==> src/rtl/mic_pkg.sv <==
// Shared constants, serializer state encoding and channel-index width helper
// for the I2S microphone-array receiver.
package mic_pkg;

  localparam int unsigned I2S_SLOT_BITS = 32;
  localparam int unsigned DC_SHIFT      = 10;

  typedef enum logic {
    S_IDLE,
    S_SEND
  } ser_state_e;

  function automatic int unsigned ch_idx_w(input int unsigned nch);
    return (nch > 1) ? $clog2(nch) : 1;
  endfunction

endpackage

==> src/rtl/mic_decimator.sv <==
// Per-channel boxcar decimator: accumulate DECIM frames, emit floor average.
// Optional DC-removal stage when MIC_DC_BLOCK_EN is defined (adds one register).
module mic_decimator import mic_pkg::*; #(
  parameter int unsigned SAMPLE_W = 24,
  parameter int unsigned DECIM    = 8
) (
  input  logic                clk,
  input  logic                rst_n,
  input  logic                stb_in,
  input  logic [SAMPLE_W-1:0] sample_in,
  output logic                vld_out,
  output logic [SAMPLE_W-1:0] data_out
);

  localparam int unsigned LOG2_D = $clog2(DECIM);
  localparam int unsigned AW     = SAMPLE_W + LOG2_D;
  localparam int unsigned CW     = (LOG2_D > 0) ? LOG2_D : 1;

  logic signed [SAMPLE_W-1:0] smp;
  logic                       smp_stb;

`ifdef MIC_DC_BLOCK_EN
  localparam int unsigned DW = SAMPLE_W + DC_SHIFT;
  localparam logic signed [DW-1:0] SMAX = DW'(2**(SAMPLE_W-1) - 1);
  localparam logic signed [DW-1:0] SMIN = -SMAX - DW'(1);

  logic signed [DW-1:0]       dc_q, dc_d, x_ext, diff;
  logic signed [SAMPLE_W-1:0] x_q, x_d;
  logic                       stb_q, stb_d;

  always_comb begin
    x_ext = DW'(signed'(sample_in));
    diff  = x_ext - dc_q;
    dc_d  = dc_q;
    x_d   = x_q;
    stb_d = stb_in;
    if (stb_in) begin
      // Output uses the estimate from before this frame's update.
      dc_d = dc_q + (diff >>> DC_SHIFT);
      if (diff > SMAX)      x_d = SAMPLE_W'(SMAX);
      else if (diff < SMIN) x_d = SAMPLE_W'(SMIN);
      else                  x_d = SAMPLE_W'(diff);
    end
  end

  always_ff @(posedge clk or negedge rst_n) begin
    if (!rst_n) begin
      dc_q  <= '0;
      x_q   <= '0;
      stb_q <= 1'b0;
    end else begin
      dc_q  <= dc_d;
      x_q   <= x_d;
      stb_q <= stb_d;
    end
  end

  assign smp     = x_q;
  assign smp_stb = stb_q;
`else
  assign smp     = sample_in;
  assign smp_stb = stb_in;
`endif

  logic signed [AW-1:0] acc_q, acc_d, sum;
  logic [CW-1:0]        cnt_q, cnt_d;
  logic                 last;

  always_comb begin
    sum      = acc_q + AW'(smp);
    last     = (cnt_q == CW'(DECIM - 1));
    acc_d    = acc_q;
    cnt_d    = cnt_q;
    vld_out  = smp_stb && last;
    data_out = SAMPLE_W'(sum >>> LOG2_D);
    if (smp_stb) begin
      acc_d = last ? '0 : sum;
      cnt_d = last ? '0 : cnt_q + 1'b1;
    end
  end

  always_ff @(posedge clk or negedge rst_n) begin
    if (!rst_n) begin
      acc_q <= '0;
      cnt_q <= '0;
    end else begin
      acc_q <= acc_d;
      cnt_q <= cnt_d;
    end
  end

endmodule

==> src/rtl/mic_array_rx.sv <==
// I2S controller + multi-line capture + per-channel decimation + AXI-stream out.
// MIC_DC_BLOCK_EN enables per-channel DC removal inside mic_decimator.
module mic_array_rx import mic_pkg::*; #(
  parameter int unsigned NUM_LINES = 2,
  parameter int unsigned SAMPLE_W  = 24,
  parameter int unsigned SCK_DIV   = 16,
  parameter int unsigned DECIM     = 8,
  parameter int unsigned OUT_W     = 32
) (
  input  logic                           clk_in,
  input  logic                           rst_n_in,
  input  logic [NUM_LINES-1:0]           mic_data_in,
  output logic                           mic_sck_out,
  output logic                           mic_ws_out,
  output logic [OUT_W-1:0]               m_axis_tdata,
  output logic [$clog2(2*NUM_LINES)-1:0] m_axis_tuser,
  output logic                           m_axis_tvalid,
  input  logic                           m_axis_tready,
  output logic                           m_axis_tlast,
  output logic                           overflow_out
);

  localparam int unsigned NCH  = 2 * NUM_LINES;
  localparam int unsigned UW   = ch_idx_w(NCH);
  localparam int unsigned DIVW = $clog2(SCK_DIV);
  localparam int unsigned BW   = $clog2(2 * I2S_SLOT_BITS);
  localparam int unsigned NW   = BW - 1;

  // Asynchronous assert, synchronous release of the internal reset.
  logic [1:0] rst_sync_q;
  logic       rst_n;

  always_ff @(posedge clk_in or negedge rst_n_in) begin
    if (!rst_n_in) rst_sync_q <= '0;
    else           rst_sync_q <= {rst_sync_q[0], 1'b1};
  end
  assign rst_n = rst_sync_q[1];

  logic [DIVW-1:0]     div_q, div_d;
  logic                sck_q, sck_d, ws_q, ws_d;
  logic [BW-1:0]       bit_q, bit_d;
  logic                tick, rise_stb, fall_stb, capture, park, frame_stb;
  logic [NW-1:0]       bit_n;
  logic [SAMPLE_W-1:0] shift_q [NUM_LINES];
  logic [SAMPLE_W-1:0] shift_d [NUM_LINES];
  logic [SAMPLE_W-1:0] left_q  [NUM_LINES];
  logic [SAMPLE_W-1:0] left_d  [NUM_LINES];
  logic [SAMPLE_W-1:0] word_in [NUM_LINES];
  logic [SAMPLE_W-1:0] smp     [NCH];

  always_comb begin
    tick     = (div_q == DIVW'(SCK_DIV - 1));
    rise_stb = tick && !sck_q;
    fall_stb = tick && sck_q;
    div_d    = tick ? '0 : div_q + 1'b1;
    sck_d    = sck_q ^ tick;
    bit_d    = rise_stb ? bit_q + 1'b1 : bit_q;
    // bit_q already counts the edge just taken, so its MSB is the next slot.
    ws_d     = fall_stb ? bit_q[BW-1] : ws_q;
    bit_n    = bit_q[NW-1:0];
    capture  = rise_stb && (bit_n != '0) && (bit_n <= NW'(SAMPLE_W));
    park     = rise_stb && !bit_q[BW-1] && (bit_n == NW'(SAMPLE_W));
    frame_stb = rise_stb && bit_q[BW-1] && (bit_n == NW'(SAMPLE_W));
    shift_d  = shift_q;
    left_d   = left_q;
    for (int unsigned i = 0; i < NUM_LINES; i++) begin
      word_in[i]   = {shift_q[i][SAMPLE_W-2:0], mic_data_in[i]};
      if (capture) shift_d[i] = word_in[i];
      if (park)    left_d[i]  = word_in[i];
      smp[2*i]     = left_q[i];
      smp[2*i+1]   = word_in[i];
    end
  end

  logic [NCH-1:0]      dec_vld;
  logic [SAMPLE_W-1:0] dec_data [NCH];

  for (genvar c = 0; c < NCH; c++) begin : g_dec
    mic_decimator #(
      .SAMPLE_W (SAMPLE_W),
      .DECIM    (DECIM)
    ) u_dec (
      .clk       (clk_in),
      .rst_n     (rst_n),
      .stb_in    (frame_stb),
      .sample_in (smp[c]),
      .vld_out   (dec_vld[c]),
      .data_out  (dec_data[c])
    );
  end

  ser_state_e          state_q, state_d;
  logic [UW-1:0]       idx_q, idx_d;
  logic [SAMPLE_W-1:0] obuf_q [NCH];
  logic [SAMPLE_W-1:0] obuf_d [NCH];
  logic                ovf_q, ovf_d;
  logic                frame_in, last_beat;

  always_comb begin
    state_d       = state_q;
    idx_d         = idx_q;
    obuf_d        = obuf_q;
    ovf_d         = ovf_q;
    frame_in      = &dec_vld;
    m_axis_tvalid = (state_q == S_SEND);
    m_axis_tlast  = m_axis_tvalid && (idx_q == UW'(NCH - 1));
    m_axis_tuser  = m_axis_tvalid ? idx_q : '0;
    m_axis_tdata  = m_axis_tvalid ? OUT_W'(signed'(obuf_q[idx_q])) : '0;
    last_beat     = m_axis_tlast && m_axis_tready;
    case (state_q)
      S_SEND: begin
        if (m_axis_tready) begin
          if (m_axis_tlast) begin
            state_d = S_IDLE;
            idx_d   = '0;
          end else begin
            idx_d = idx_q + 1'b1;
          end
        end
      end
      default: ;
    endcase
    // A frame arriving while the previous one is still streaming is dropped.
    if (frame_in) begin
      if (state_q == S_IDLE || last_beat) begin
        obuf_d  = dec_data;
        state_d = S_SEND;
        idx_d   = '0;
      end else begin
        ovf_d = 1'b1;
      end
    end
  end

  always_ff @(posedge clk_in or negedge rst_n) begin
    if (!rst_n) begin
      div_q   <= '0;
      sck_q   <= 1'b0;
      ws_q    <= 1'b0;
      bit_q   <= '0;
      shift_q <= '{default: '0};
      left_q  <= '{default: '0};
      state_q <= S_IDLE;
      idx_q   <= '0;
      obuf_q  <= '{default: '0};
      ovf_q   <= 1'b0;
    end else begin
      div_q   <= div_d;
      sck_q   <= sck_d;
      ws_q    <= ws_d;
      bit_q   <= bit_d;
      shift_q <= shift_d;
      left_q  <= left_d;
      state_q <= state_d;
      idx_q   <= idx_d;
      obuf_q  <= obuf_d;
      ovf_q   <= ovf_d;
    end
  end

  assign mic_sck_out  = sck_q;
  assign mic_ws_out   = ws_q;
  assign overflow_out = ovf_q;

endmodule

==> config.mk <==
export PLATFORM = sky130hd
export DESIGN_NAME = mic_array_rx
export DESIGN_NICKNAME = d
export VERILOG_FILES = /design/src/rtl/mic_pkg.sv /design/src/rtl/mic_decimator.sv /design/src/rtl/mic_array_rx.sv
export SDC_FILE = /design/constraint.sdc
export NUM_CORES = 1
export LEC_CHECK = 0
export BUFFER_PORTS_ARGS = -buffer_cell sky130_fd_sc_hd__buf_4
export CAP_MARGIN = 20
export CORE_AREA = 5 5 197 390
export DETAILED_ROUTE_END_ITERATION = 12
export DIE_AREA = 0 0 202 395
export GPL_TIMING_DRIVEN = 0
export PLACE_DENSITY = 0.45
export SYNTH_ARGS = -nofsm -noshare
export SYNTH_HDL_FRONTEND = slang
export SYNTH_SLANG_ARGS = --single-unit
export TNS_END_PERCENT = 1
==> constraint.sdc <==
create_clock -name clk_in -period 29.5 [get_ports clk_in]
set_clock_uncertainty 0.1 [all_clocks]
set_input_delay 2.95 -clock clk_in [delete_from_list [all_inputs] [get_ports clk_in]]
set_output_delay 2.95 -clock clk_in [all_outputs]
set_load 0.03 [all_outputs]
; Word-level counts from Yosys, hierarchy flattened
; Cells that the tools add are included.
[totals]
wordCells = 93
out_inout_bits = 39
mem_bits_ro = 0
latch_bits = 0
ram_bits = 0
regBits = 328
n_memories = 0
input_bits = 5
[op_classes]
muxes = 24
reduce_logical = 21
n_lt_le_gt_ge = 2
div_mod_pow = 0
n_addsub = 11
multipliers = 0
shifts = 0
eq_ne = 7
bitwise = 4
[ops]
columns = op, n
row1 = $add A27 B24 Y27, 4
row2 = $mux W27, 4
row3 = $bmux W24 S2, 1
row4 = $mux W24, 2
row5 = $mux W32, 1
row6 = $logic_and A1 B1 Y1, 14
row7 = $add A3 B1 Y3 const B, 4
row8 = $eq A3 B3 Y1 const B, 4
row9 = $mux W2, 6
row10 = $mux W3, 4
row11 = $reduce_and A5 Y1, 2
row12 = $add A6 B1 Y6 const B, 1
row13 = $eq A5 B5 Y1 const B, 1
row14 = $le A5 B5 Y1 const B, 1
row15 = $mux W1, 5
row16 = $reduce_bool A5 Y1, 1
row17 = $add A4 B1 Y4 const B, 1
row18 = $eq A4 B4 Y1 const B, 1
row19 = $mux W4, 1
row20 = $reduce_and A4 Y1, 1
row21 = $ge A3 B3 Y1 const B, 1
row22 = $not A2 Y3, 1
row23 = $add A2 B1 Y2 const B, 1
row24 = $eq A2 B2 Y1 const B, 1
row25 = other kinds (4), 6

; Longest topological paths before layout
; Gate-level depths: netlist of the first run.
[depth]
word_depth = 7
ltp_mapped = 12

; Cells and area by module
; Synthesis of the first run repeated with hierarchy kept, for this count alone.
[unflattened]
hier_cells = 1707
area_unflattened_um2 = 19489.9
[modules_own_cells]
columns = mod, seq_area_each_um2, n_inst, cells_per_inst, area_per_inst_um2
row1 = mic_array_rx, 5205.0, 1, 539, 8847.2
row2 = mic_decimator (g_dec[0].u_dec ...), 750.7, 2, 296, 2677.6
row3 = mic_decimator (g_dec[2].u_dec ...), 750.7, 2, 288, 2643.8

; Worst setup path before layout of the first run
; No wires, ideal clock.
[synth_timing]
kind = in2reg
from = in mic_data_in[1]
to = reg obuf_q[21] in the netlist's numbering
stages = 12
t_required_ns = 29.275
path_slack_ns = 24.087
n_path_buf = 0
setup_time_ns = 0.125
arrival_ns = 5.188
cell_sequence = ha_1 -> inv_1 -> fa_1 -> nor2b_1 -> o31a_1 -> o21ai_1 -> o31ai_1 -> a211oi_1 -> o31ai_1 -> a21oi_1 -> xnor2_1 -> mux2_2
[synth_between]
elab_chain_len = 1
[synth_lines]
columns = element, line_no
row1 = "start, declared", mic_array_rx.sv:12  ; input logic [NUM_LINES-1:0] mic_data_in,
row2 = $add A27 B24 Y27, mic_decimator.sv:70  ; sum = acc_q + AW'(smp);
row3 = "end signal, assigned", mic_array_rx.sv:156  ; obuf_q <= obuf_d;
row4 = "end, declared", mic_array_rx.sv:94  ; logic [SAMPLE_W-1:0] obuf_q [NCH];
; Every way passes these cells.
; A chain may end at the register's enable or synchronous reset.

; Worst setup path in the final report of the first run
[layout_timing]
from = reg idx_q[0]
to = out m_axis_tdata[12]
[layout_between]
elab_chain_len = 5
[layout_lines]
columns = element, line_no
row1 = "start, declared", mic_array_rx.sv:93  ; logic [UW-1:0] idx_q, idx_d;
row2 = "start signal, assigned", mic_array_rx.sv:155  ; idx_q <= idx_d;
row3 = $not A2 Y3 (not written as such), mic_array_rx.sv:108  ; m_axis_tdata = m_axis_tvalid ? OUT_W'(signed'(obuf_q[idx_q])) : '0;
row4 = $bmux W24 S2, mic_array_rx.sv:108
row5 = $mux W24 (not written as such) (2 in a row), mic_array_rx.sv:108
row6 = $mux W32, mic_array_rx.sv:108
row7 = "end, declared", mic_array_rx.sv:15  ; output logic [OUT_W-1:0] m_axis_tdata,
; Every way passes these cells. The select of a mux whose other input is x is not followed.

==> results of run 1 <==
-- routing by layer --
layer	vias up	wire (um)	global-route usage, %
met5	-	0	0
met4	0	3360	7.84
met3	116	1180	1.12
met2	211	34300	30.3
met1	6609	19700	13.3
li1	6360	-	-
-- registers in the layout, summed over array words and instances, names as in the netlist --
signal             count
div_q                  4
obuf_q                96
g_dec.u_dec.cnt_q     12
m_axis_tvalid          1
left_q                48
rst_sync_q             2
shift_q               46
mic_sck_out            1
overflow_out           1
mic_ws_out             1
idx_q                  2
bit_q                  6
g_dec.u_dec.acc_q    108
-- synth_stat cells, types with 4 or more instances --
library cell  count
or3_1             6
a211oi_1          7
dfrtp_1         328
o211a_1           4
nand2b_1         17
xnor2_1          63
nor3_1           22
nand2_1         257
nor2_1           64
mux4_2           24
and3_1            8
o21a_1           12
nand3_1          21
a31oi_1           8
xor2_1           34
a22o_1           75
buf_4             8
o41ai_1           7
a21boi_0          5
nor2b_1          24
fa_1              4
nand4_1          13
ha_1            118
clkbuf_1         64
o211ai_1          9
o31ai_1          17
o21ai_0          73
buf_1             4
mux2_2          122
o21bai_1          7
or2_2             6
inv_1            47
and2_1           35
a21o_1           44
a31o_2            4
a21oi_1          80
o21ai_1          22
nor4_1            6
-- report_power, final --
group | internal, mW | switching [mW]
registers | 0.452 | 0.00365
logic | 0.0289 | 0.0439
clock network | 0.251 | 0.192
total | 0.732 | 0.240
-- metrics by stage --
stage	std cells	utilization [%]
finish	2763	28.5
global route	2763	28.5
CTS	2763	28.5
detailed placement	2707	27.0
global placement	2697	26.7
floorplan	1725	-
-- logic make-up (layout without fill, tap and decap cells) --
| family | Yosys count | in the layout | share of synthesized area (%) |
|---|---|---|---|
| compound gates | 412 | 412 | 15.8 |
| xor+xnor | 98 | 98 | 4.76 |
| flops | 328 | 328 | 45.1 |
| fa+ha+maj | 122 | 122 | 8.56 |
| other cells | 1 | 1 | 0.0206 |
| buf+inv | 126 | 235 | 2.79 |
| simple gates | 486 | 486 | 12.1 |
| mux | 152 | 152 | 10.9 |
-- how the worst max path moves through the flow --
stage / start / to
global placement: rst_sync_q[1] / g_dec[0].u_dec.acc_q[1]
floorplan: rst_sync_q[1] / bit_q[0]
finish: idx_q[0] / m_axis_tdata[12]
detailed placement: mic_data_in[1] / g_dec[3].u_dec.acc_q[26]
CTS: idx_q[0] / m_axis_tdata[15]
global route: idx_q[0] / m_axis_tdata[6]
-- final cells by class --
class / count / area [um^2]
well taps: 929 / 1160
repair buffers: 53 / 522
clock buffers: 37 / 818
multi-input cells: 1271 / 9480
inverters: 47 / 176
fillers: 7534 / 52600
clock inverters: 19 / 262
plain buffers: 79 / 330
flip-flops and latches: 328 / 8210
==> key figures, run 1 <==
Placement
  • Place WS: 22.72 ns
  • I/O Buffers: 43
  • Routability cong.: 0.884
  • Post-DP HPWL: 47.1 mm
  • Post-Place Cell Area: 19900 um^2

Setup path
  • Crit path buf inv count: 3
  • Reg-to-reg startpoint: div_q[0]
  • WP depth: 5
  • Kind of critical path: flip-flop to output pin
  • Worst path required time: 26.45 ns
  • CP arrival: 3.29 ns
  • CP startpoint kind: flip-flop
  • CP Capture Type: output pin
  • Delay-heaviest family, CP: buffers and inverters
  • R2R Setup Slk: 24.89 ns
  • Max incr delay on CP: 0.76 ns
  • Cells along the critical path: clkbuf_1 > buf_1 > mux4_2 > and2_1 > buf_4
  • R2R Path End: obuf_q[65]
  • Slowest CP cell: buf_1
  • CP max FO: 10
  • Depth of the most critical reg-to-reg path: 11

Routing
  • Antenna-violating nets left: 0
  • Vias per Instance: 4.81
  • Drt pass-1 iters: 7
  • Via total after detailed routing: 13300
  • Post-route DRC: 0
  • Total Wirelength: 58.6 mm
  • Avg WL per Cell: 21.2 um
  • Drt initial violations: 702

Worst hold path
  • Hold Crit Start: rst_sync_q[0]
  • Worst Hold Path EP: rst_sync_q[1]
  • Hold Path Class: flip-flop to flip-flop
  • WHS Path Cells: 0

Clock tree
  • Post-cts sizing count: 0
  • Clock transition at path regs: 0.07 ns
  • CTS tree: built
  • Setup repair bufs after CTS: 0
  • CTS H-tree depth: 1
  • TritonCTS buffer count: 31
  • Clock sink total: 328
  • Hold_buf cts: 0
  • Clk Latency, worst-skew pair: 0.61 ns
  • Clk buf depth: 3
  • Root buf cell: clkbuf_16

Power and ir drop
  • Max VDD drop: 0.0000366 V
  • Power density cells: 46.4 nW/um^2
  • Static Leakage: 10.3 nW
  • Pwr Total: 0.972 mW

Die
  • Boundary pin count: 44
  • Initial Util: 24.7%
  • # rows: 141
  • Area of the core: 73600 um^2
  • Die span in x: 202 um
  • Die Height: 395 um
  • Die area: 79800 um^2

GRT
  • First-pass GRT wire length: 88.5 mm
  • Vias in the first global route: 14600
  • Initial antenna violation count: 0
  • Largest net degree at the start of global routing: 68
  • Overflow after GRT: 0
  • Overall Global Routing Usage: 14.5%

Final layout
  • Final instance area: 21000 um^2
  • Nets: 1938
  • Commonest non-fill, non-tap cells in the layout: 327 x dfrtp_1, 257 x nand2_1, 122 x mux2_2, 118 x ha_1, 80 x a21oi_1
  • Antenna diode count: 0
  • Area delta synth->final: 15.2%
  • Most common cell after layout, fill and taps aside: dfrtp_1
  • Layout cells sized above 1: 15.7%

Synthesis
  • Register area share after synthesis: 45.1%
  • Mapped cell area: 18200 um^2
  • Post-Synthesis Cells: 1725
  • Post-synth top area cell: dfrtp_1
  • Yosys top cell area share: 45.1%
  • Number of flops mapped to enable cells by yosys: 0
  • Syn Area/Cell: 10.5 um^2
  • Synth Register Bits: 328
  • Syn nets: 1852
  • Post-synth cell types: 75
  • Fraction of registers with async set/reset: 100%
  • Synthesis Warnings: 0
  • Dominant cells by area after synthesis: dfrtp_1 45%, ha_1 8.1%, mux2_2 7.6%
  • Most frequently used flop master after synthesis: dfrtp_1

Timing
  • Count of pins over their slew limit: 0
  • Final setup margin: 23.16 ns
  • RSZ-0062 raised after global routing: false
  • Hold Vio Cnt, Final: 0
  • Max Freq: 158 MHz
  • # setup viols final: 0
  • Setup TNS: 0 ns
  • Worst-Margin Slew: 1.13 ns
  • Final min period: 6.34 ns
  • Final hold slack: 0.252 ns
  • Final Cycle Share: 21.5%
  • Relative slew slack: 24.4%

Outcome
  • Outcome: complete, no violations

Flow run
  • Max-Cap Viols: 0
Power figures use the tool's default switching activity.
==> run 2, diff against run 1 <==
==> constraint.sdc (replaced) <==
create_clock -name clk_in -period 5.9 [get_ports clk_in]
set_clock_uncertainty 0.1 [all_clocks]
set_input_delay 0.59 -clock clk_in [delete_from_list [all_inputs] [get_ports clk_in]]
set_output_delay 0.59 -clock clk_in [all_outputs]
set_load 0.03 [all_outputs]
==> run 2 against run 1 <==
Net effect:
- global-route usage up 0.34 points
- clock power grew to 5.2 times the previous value
- hold slack lost 0.044 ns
- largest power group is now clock
- cell count grew 0.22%
- wire length is 1.8% higher
- register-to-register slack worse by 24 ns
- clock-buffer cell count is 8 higher
- setup slack got worse by 22 ns
- via count is 2.2% higher
- first-iteration DRC count is 11% lower
- utilization is 0.12 points higher
==> key figures, run 2 (synthesis gave the netlist of run 1 again) <==
Final layout
  • Nets: 1942
  • Filler cells: 7557
  • Final instance area: 21000 um^2
  • Most common cell after layout, fill and taps aside: dfrtp_1
  • Biggest regs: g_dec.u_dec.acc_q (108), obuf_q (96), left_q (48)
  • Max FFs per register: 108
  • Antenna diode count: 0
  • Largest register by flop count: g_dec.u_dec.acc_q
  • Area delta synth->final: 15.7%
  • Non-filler instance count after layout: 2769
  • Layout cells sized above 1: 16.0%
  • Commonest non-fill, non-tap cells in the layout: 327 x dfrtp_1, 257 x nand2_1, 122 x mux2_2, 118 x ha_1, 80 x a21oi_1

Timing
  • Hold Vio Cnt, Final: 0
  • # setup viols final: 0
  • Setup TNS: 0 ns
  • Worst-Margin Slew: 1.17 ns
  • RSZ-0062 raised after global routing: false
  • Max Freq: 221 MHz
  • Final min period: 4.52 ns
  • Relative slew slack: 21.8%
  • Count of pins over their slew limit: 0
  • Final Cycle Share: 76.7%

Setup path
  • Reg-to-reg startpoint: div_q[0]
  • Worst path required time: 6.27 ns
  • CP arrival: 4.90 ns
  • CP max FO: 10
  • CP startpoint kind: flip-flop
  • R2R Setup Slk: 1.38 ns
  • Depth of the most critical reg-to-reg path: 11
  • R2R Path End: obuf_q[60]
  • Kind of critical path: flip-flop to flip-flop
  • CP Capture Type: flip-flop
  • Worst Setup EP: obuf_q[60]
  • Worst Setup SP: div_q[0]

Routing
  • Drt pass-1 iters: 7
  • Post-route DRC: 0
  • Vias per Instance: 4.91
  • Max Used Layer: met4
  • Antenna-violating nets left: 0
  • Met2 wire length: 34.7 mm
  • Met3 WL: 1.44 mm
  • Avg WL per Cell: 21.5 um
  • Total Wirelength: 59.6 mm
  • Drt initial violations: 627
  • Wl on met1: 19.8 mm
  • Via total after detailed routing: 13600

Flow run
  • Max-Cap Viols: 0

Placement
  • Post-Place Cell Area: 19900 um^2
  • Placed cell count: 2707
  • Routability cong.: 0.941
  • Post-DP HPWL: 47.8 mm
  • I/O Buffers: 43

Power and ir drop
  • Static Leakage: 10.3 nW
  • Power density cells: 236 nW/um^2
  • Max VDD drop: 0.000138 V

Die
  • Boundary pin count: 44
  • Die span in x: 202 um
  • Initial Util: 24.7%
  • # rows: 141
  • Die area: 79800 um^2
  • Area of the core: 73600 um^2
  • Die Height: 395 um

Worst hold path
  • Hold Path Class: primary input to flip-flop

GRT
  • Largest net degree at the start of global routing: 64
  • Initial antenna violation count: 0
  • First-pass GRT wire length: 90.3 mm
  • Vias in the first global route: 14800
  • Overall Global Routing Usage: 14.8%
  • Overflow after GRT: 0

Clock tree
  • Clock transition at path regs: 0.07 ns
  • Clock sink total: 328
  • Root buf cell: clkbuf_16
  • Clk buf depth: 3
  • CTS H-tree depth: 2
  • CTS tree: built
  • Setup repair bufs after CTS: 0
  • TritonCTS buffer count: 34
  • Clk Latency, worst-skew pair: 0.55 ns

Outcome
  • Outcome: complete, no violations
-- run 2: where the power goes --
group,internal [mW],switching (mW),total [mW]
Sequential,2.26,0.0177,2.28
Combinational,0.145,0.221,0.366
Clock,1.32,1.00,2.32
Total,3.72,1.24,4.96
-- run 2: layout make-up --
cell class	instances	area, um^2	area share, %
clock inverter	16	174	0.826
clock buffer	45	983	4.67
tap	929	1160	5.52
buffer	79	330	1.57
multi-input combinational	1271	9480	45.0
sequential	328	8210	39.0
timing repair buffer	54	532	2.53
inverter	47	176	0.838
-- run 2: worst min path at each step --
stage | from | end | cells after the start
after detailed placement | rst_sync_q[0] | rst_sync_q[1] | 0
final | mic_data_in[0] | left_q[24] | 2
after floorplan | rst_n_in | rst_sync_q[0] | 0
after CTS | mic_data_in[0] | left_q[24] | 2
after global placement | rst_sync_q[0] | rst_sync_q[1] | 0
after global routing | mic_data_in[0] | left_q[24] | 2
-- run 2: repair_timing --
action / CTS / global route
hold buffers: 1 / 0
gates resized for setup: 0 / 0
endpoints found under the setup margin: 0 / 0
endpoints found under the hold margin: 2 / 0
-- run 2: routing by layer --
metal / vias to the layer above / track usage [%]
li1: 6382 / -
met1: 6832 / 13.7
met2: 237 / 30.5
met3: 132 / 1.40
met4: 0 / 8.41
met5: - / 0
-- run 2: through the flow --
step	hold WS (ns)	setup slack (ns)	util, %	power (mW)
global placement	0.236	-2.10	26.7	2.69
finish	0.208	1.38	28.6	4.96
CTS	0.174	1.19	28.6	5.06
floorplan	0.194	0.437	-	2.57
global route	0.192	1.11	28.6	5.15
detailed placement	0.244	1.24	27.0	2.70
-- run 2: critical path, stage by stage (launching register included) --
cell and delay (ns):
dfrtp_1 0.39, ha_1 0.22, and3_1 0.24, ha_1 0.17
clkbuf_1 0.31, nand4_1 0.53, or2_2 0.53, nor2_1 0.39
clkbuf_1 0.66, clkbuf_1 0.67, nand2_1 0.11, nand2_1 0.10
==> run 3, diff against run 2 <==
--- a/config.mk
+++ b/config.mk
@@ -11,7 +11,7 @@
 export DETAILED_ROUTE_END_ITERATION = 12
 export DIE_AREA = 0 0 202 395
 export GPL_TIMING_DRIVEN = 0
-export PLACE_DENSITY = 0.45
+export PLACE_DENSITY = 0.46
 export SYNTH_ARGS = -nofsm -noshare
 export SYNTH_HDL_FRONTEND = slang
 export SYNTH_SLANG_ARGS = --single-unit
==> constraint.sdc (replaced) <==
create_clock -name clk_in -period 3.8 [get_ports clk_in]
set_clock_uncertainty 0.1 [all_clocks]
set_input_delay 0.38 -clock clk_in [delete_from_list [all_inputs] [get_ports clk_in]]
set_output_delay 0.38 -clock clk_in [all_outputs]
set_load 0.03 [all_outputs]
==> run 3 against run 2 <==
Net effect:
- clock power increased by 47%
- register-to-register slack got worse by 1.2 ns
- sequential share of layout area decreased by 0.19 points
- die area unchanged
- via count decreased by 1.2%
- flip-flop and latch count unchanged
- final area increased by 0.49%
- global-route usage decreased by 0.34 points
==> key figures, run 3 (synthesis gave the netlist of run 1 again) <==
Outcome
  • Outcome: complete, no violations

Setup path
  • CP Capture Type: output pin
  • Kind of critical path: flip-flop to output pin
  • Delay-heaviest family, CP: buffers and inverters
  • Slowest CP cell: buf_1
  • CP startpoint kind: flip-flop
  • Crit path buf inv count: 3
  • CP max FO: 10
  • CP arrival: 3.30 ns
  • Worst path required time: 3.32 ns
  • Max incr delay on CP: 0.78 ns
  • Cells along the critical path: clkbuf_1 > buf_1 > mux4_2 > and2_1 > buf_4

Routing
  • Total Wirelength: 58.4 mm
  • Via total after detailed routing: 13400
  • Post-route DRC: 0
  • Vias per Instance: 4.84
  • Antenna-violating nets left: 0
  • Avg WL per Cell: 21.1 um
  • Drt pass-1 iters: 5
  • Drt initial violations: 625

Die
  • # rows: 141
  • Die span in x: 202 um
  • Area of the core: 73600 um^2
  • Die Height: 395 um
  • Die area: 79800 um^2
  • Initial Util: 24.7%
  • Boundary pin count: 44

Placement
  • Post-Place Cell Area: 19900 um^2
  • Routability cong.: 0.891
  • Post-DP HPWL: 47.1 mm
  • Place WS: -0.793 ns
  • I/O Buffers: 43

Timing
  • Final setup margin: 0.0166 ns
  • RSZ-0062 raised after global routing: true
  • # setup viols final: 0
  • Relative slew slack: 25.1%
  • Final min period: 3.78 ns
  • Count of pins over their slew limit: 0
  • Hold Vio Cnt, Final: 0
  • Final Cycle Share: 99.6%
  • Max Freq: 264 MHz
  • Worst-Margin Slew: 1.12 ns
  • Setup TNS: 0 ns

Power and ir drop
  • Combinational share of power: 7.7%
  • Max VDD drop: 0.000286 V
  • Pwr Total: 7.52 mW
  • Int Power: 5.68 mW
  • Power density cells: 355 nW/um^2
  • Net Sw Power: 1.84 mW
  • Clock Power Share: 45.3%
  • Static Leakage: 10.4 nW
  • Switching Fraction: 24.5%
  • Sequential power share: 47.1%

Clock tree
  • Clock sink total: 328
  • TritonCTS buffer count: 31
  • CTS tree: built
  • CTS H-tree depth: 1
  • Root buf cell: clkbuf_16
  • Clk buf depth: 3
  • Clock transition at path regs: 0.07 ns
  • Clk Latency, worst-skew pair: 0.61 ns

Final layout
  • Nets: 1947
  • Filler cells: 7505
  • Max FFs per register: 108
  • Multi-input gate area: 9550 um^2
  • Final instance area: 21200 um^2
  • Most common cell after layout, fill and taps aside: dfrtp_1
  • Reg area: 8210 um^2
  • Layout cells sized above 1: 17.5%
  • Largest register by flop count: g_dec.u_dec.acc_q
  • Final core occ: 28.7%
  • Area delta synth->final: 16.3%
  • Biggest regs: g_dec.u_dec.acc_q (108), obuf_q (96), left_q (48)
  • Commonest non-fill, non-tap cells in the layout: 327 x dfrtp_1, 257 x nand2_1, 122 x mux2_2, 118 x ha_1, 80 x a21oi_1
  • Antenna diode count: 0

Flow run
  • Max-Cap Viols: 0

GRT
  • First-pass GRT wire length: 88.7 mm
  • Initial antenna violation count: 0
  • Vias in the first global route: 14600
  • Largest net degree at the start of global routing: 67
  • Overall Global Routing Usage: 14.5%
  • Overflow after GRT: 0

Worst hold path
  • Hold Path Class: primary input to flip-flop
==> run 3: path summary, 6_finish.rpt <==
check,from,to,slack [ns],cells after the start
hold / removal,m_axis_tready,idx_q[0],0.07,4
min in group asynchronous,rst_sync_q[1],g_dec[2].u_dec.acc_q[25],0.24,0
max in group asynchronous,rst_sync_q[1],g_dec[2].u_dec.cnt_q[2],1.88,3
setup / recovery,idx_q[0],m_axis_tdata[12],0.02,5
hold reg to reg,rst_sync_q[1],g_dec[2].u_dec.acc_q[25],0.24,0
setup reg to reg,div_q[0],g_dec[1].u_dec.acc_q[16],0.13,11
==> run 3: final cells by class <==
cell class / count / share of cell area [%]
Multi-Input combinational cell: 1271 / 45.1
Sequential cell: 328 / 38.8
Tap cell: 929 / 5.50
Clock buffer: 39 / 4.05
Timing Repair Buffer: 62 / 2.89
Buffer: 79 / 1.67
Clock inverter: 18 / 1.09
Inverter: 47 / 0.834
==> run 3: metal layers <==
metal	part of all wire [%]	global-route usage (%)	up-vias
met5	0	0	-
met4	6.4	8.14	0
met3	2.1	1.16	121
met2	58	30.1	235
met1	33	13.3	6682
li1	-	-	6380
==> run 3: through the flow <==
step | std cells | hold WS [ns]
after floorplan | 1725 | -0.0156
after global placement | 2697 | 0.0641
after detailed placement | 2708 | 0.0659
after CTS | 2770 | 0.0332
after global routing | 2773 | 0.0588
final | 2773 | 0.0662
==> run 3: what timing repair did <==
| item | 4_1_cts | 5_1_grt |
|---|---|---|
| hold buffers | 4 | 0 |
| setup endpoints to repair | 153 | 173 |
| buffers inserted | 1 | 3 |
| pin swaps | 2 | 4 |
| endpoints found under the hold margin | 6 | 0 |
| gates resized for setup | 18 | 19 |
==> run 3: power groups by stage <==
stage                     sequential, mW  combinational, mW  clock, mW
after floorplan                     3.64              0.350          0
after global placement              3.67              0.502          0
after detailed placement            3.61              0.591          0
after CTS                           3.54              0.595       3.52
after global routing                3.54              0.633       3.64
final                               3.54              0.578       3.40
==> run 3: worst reg2reg max path, delay by kind of cell, from the launching register on <==
family,cells,cell delay [ns]
buffers and inverters,5,2.05
AND/OR/NAND/NOR,3,0.49
adder cells (fa/ha/maj),2,0.42
flip-flops,1,0.41
AO/OA/AOI/OAI,1,0.10
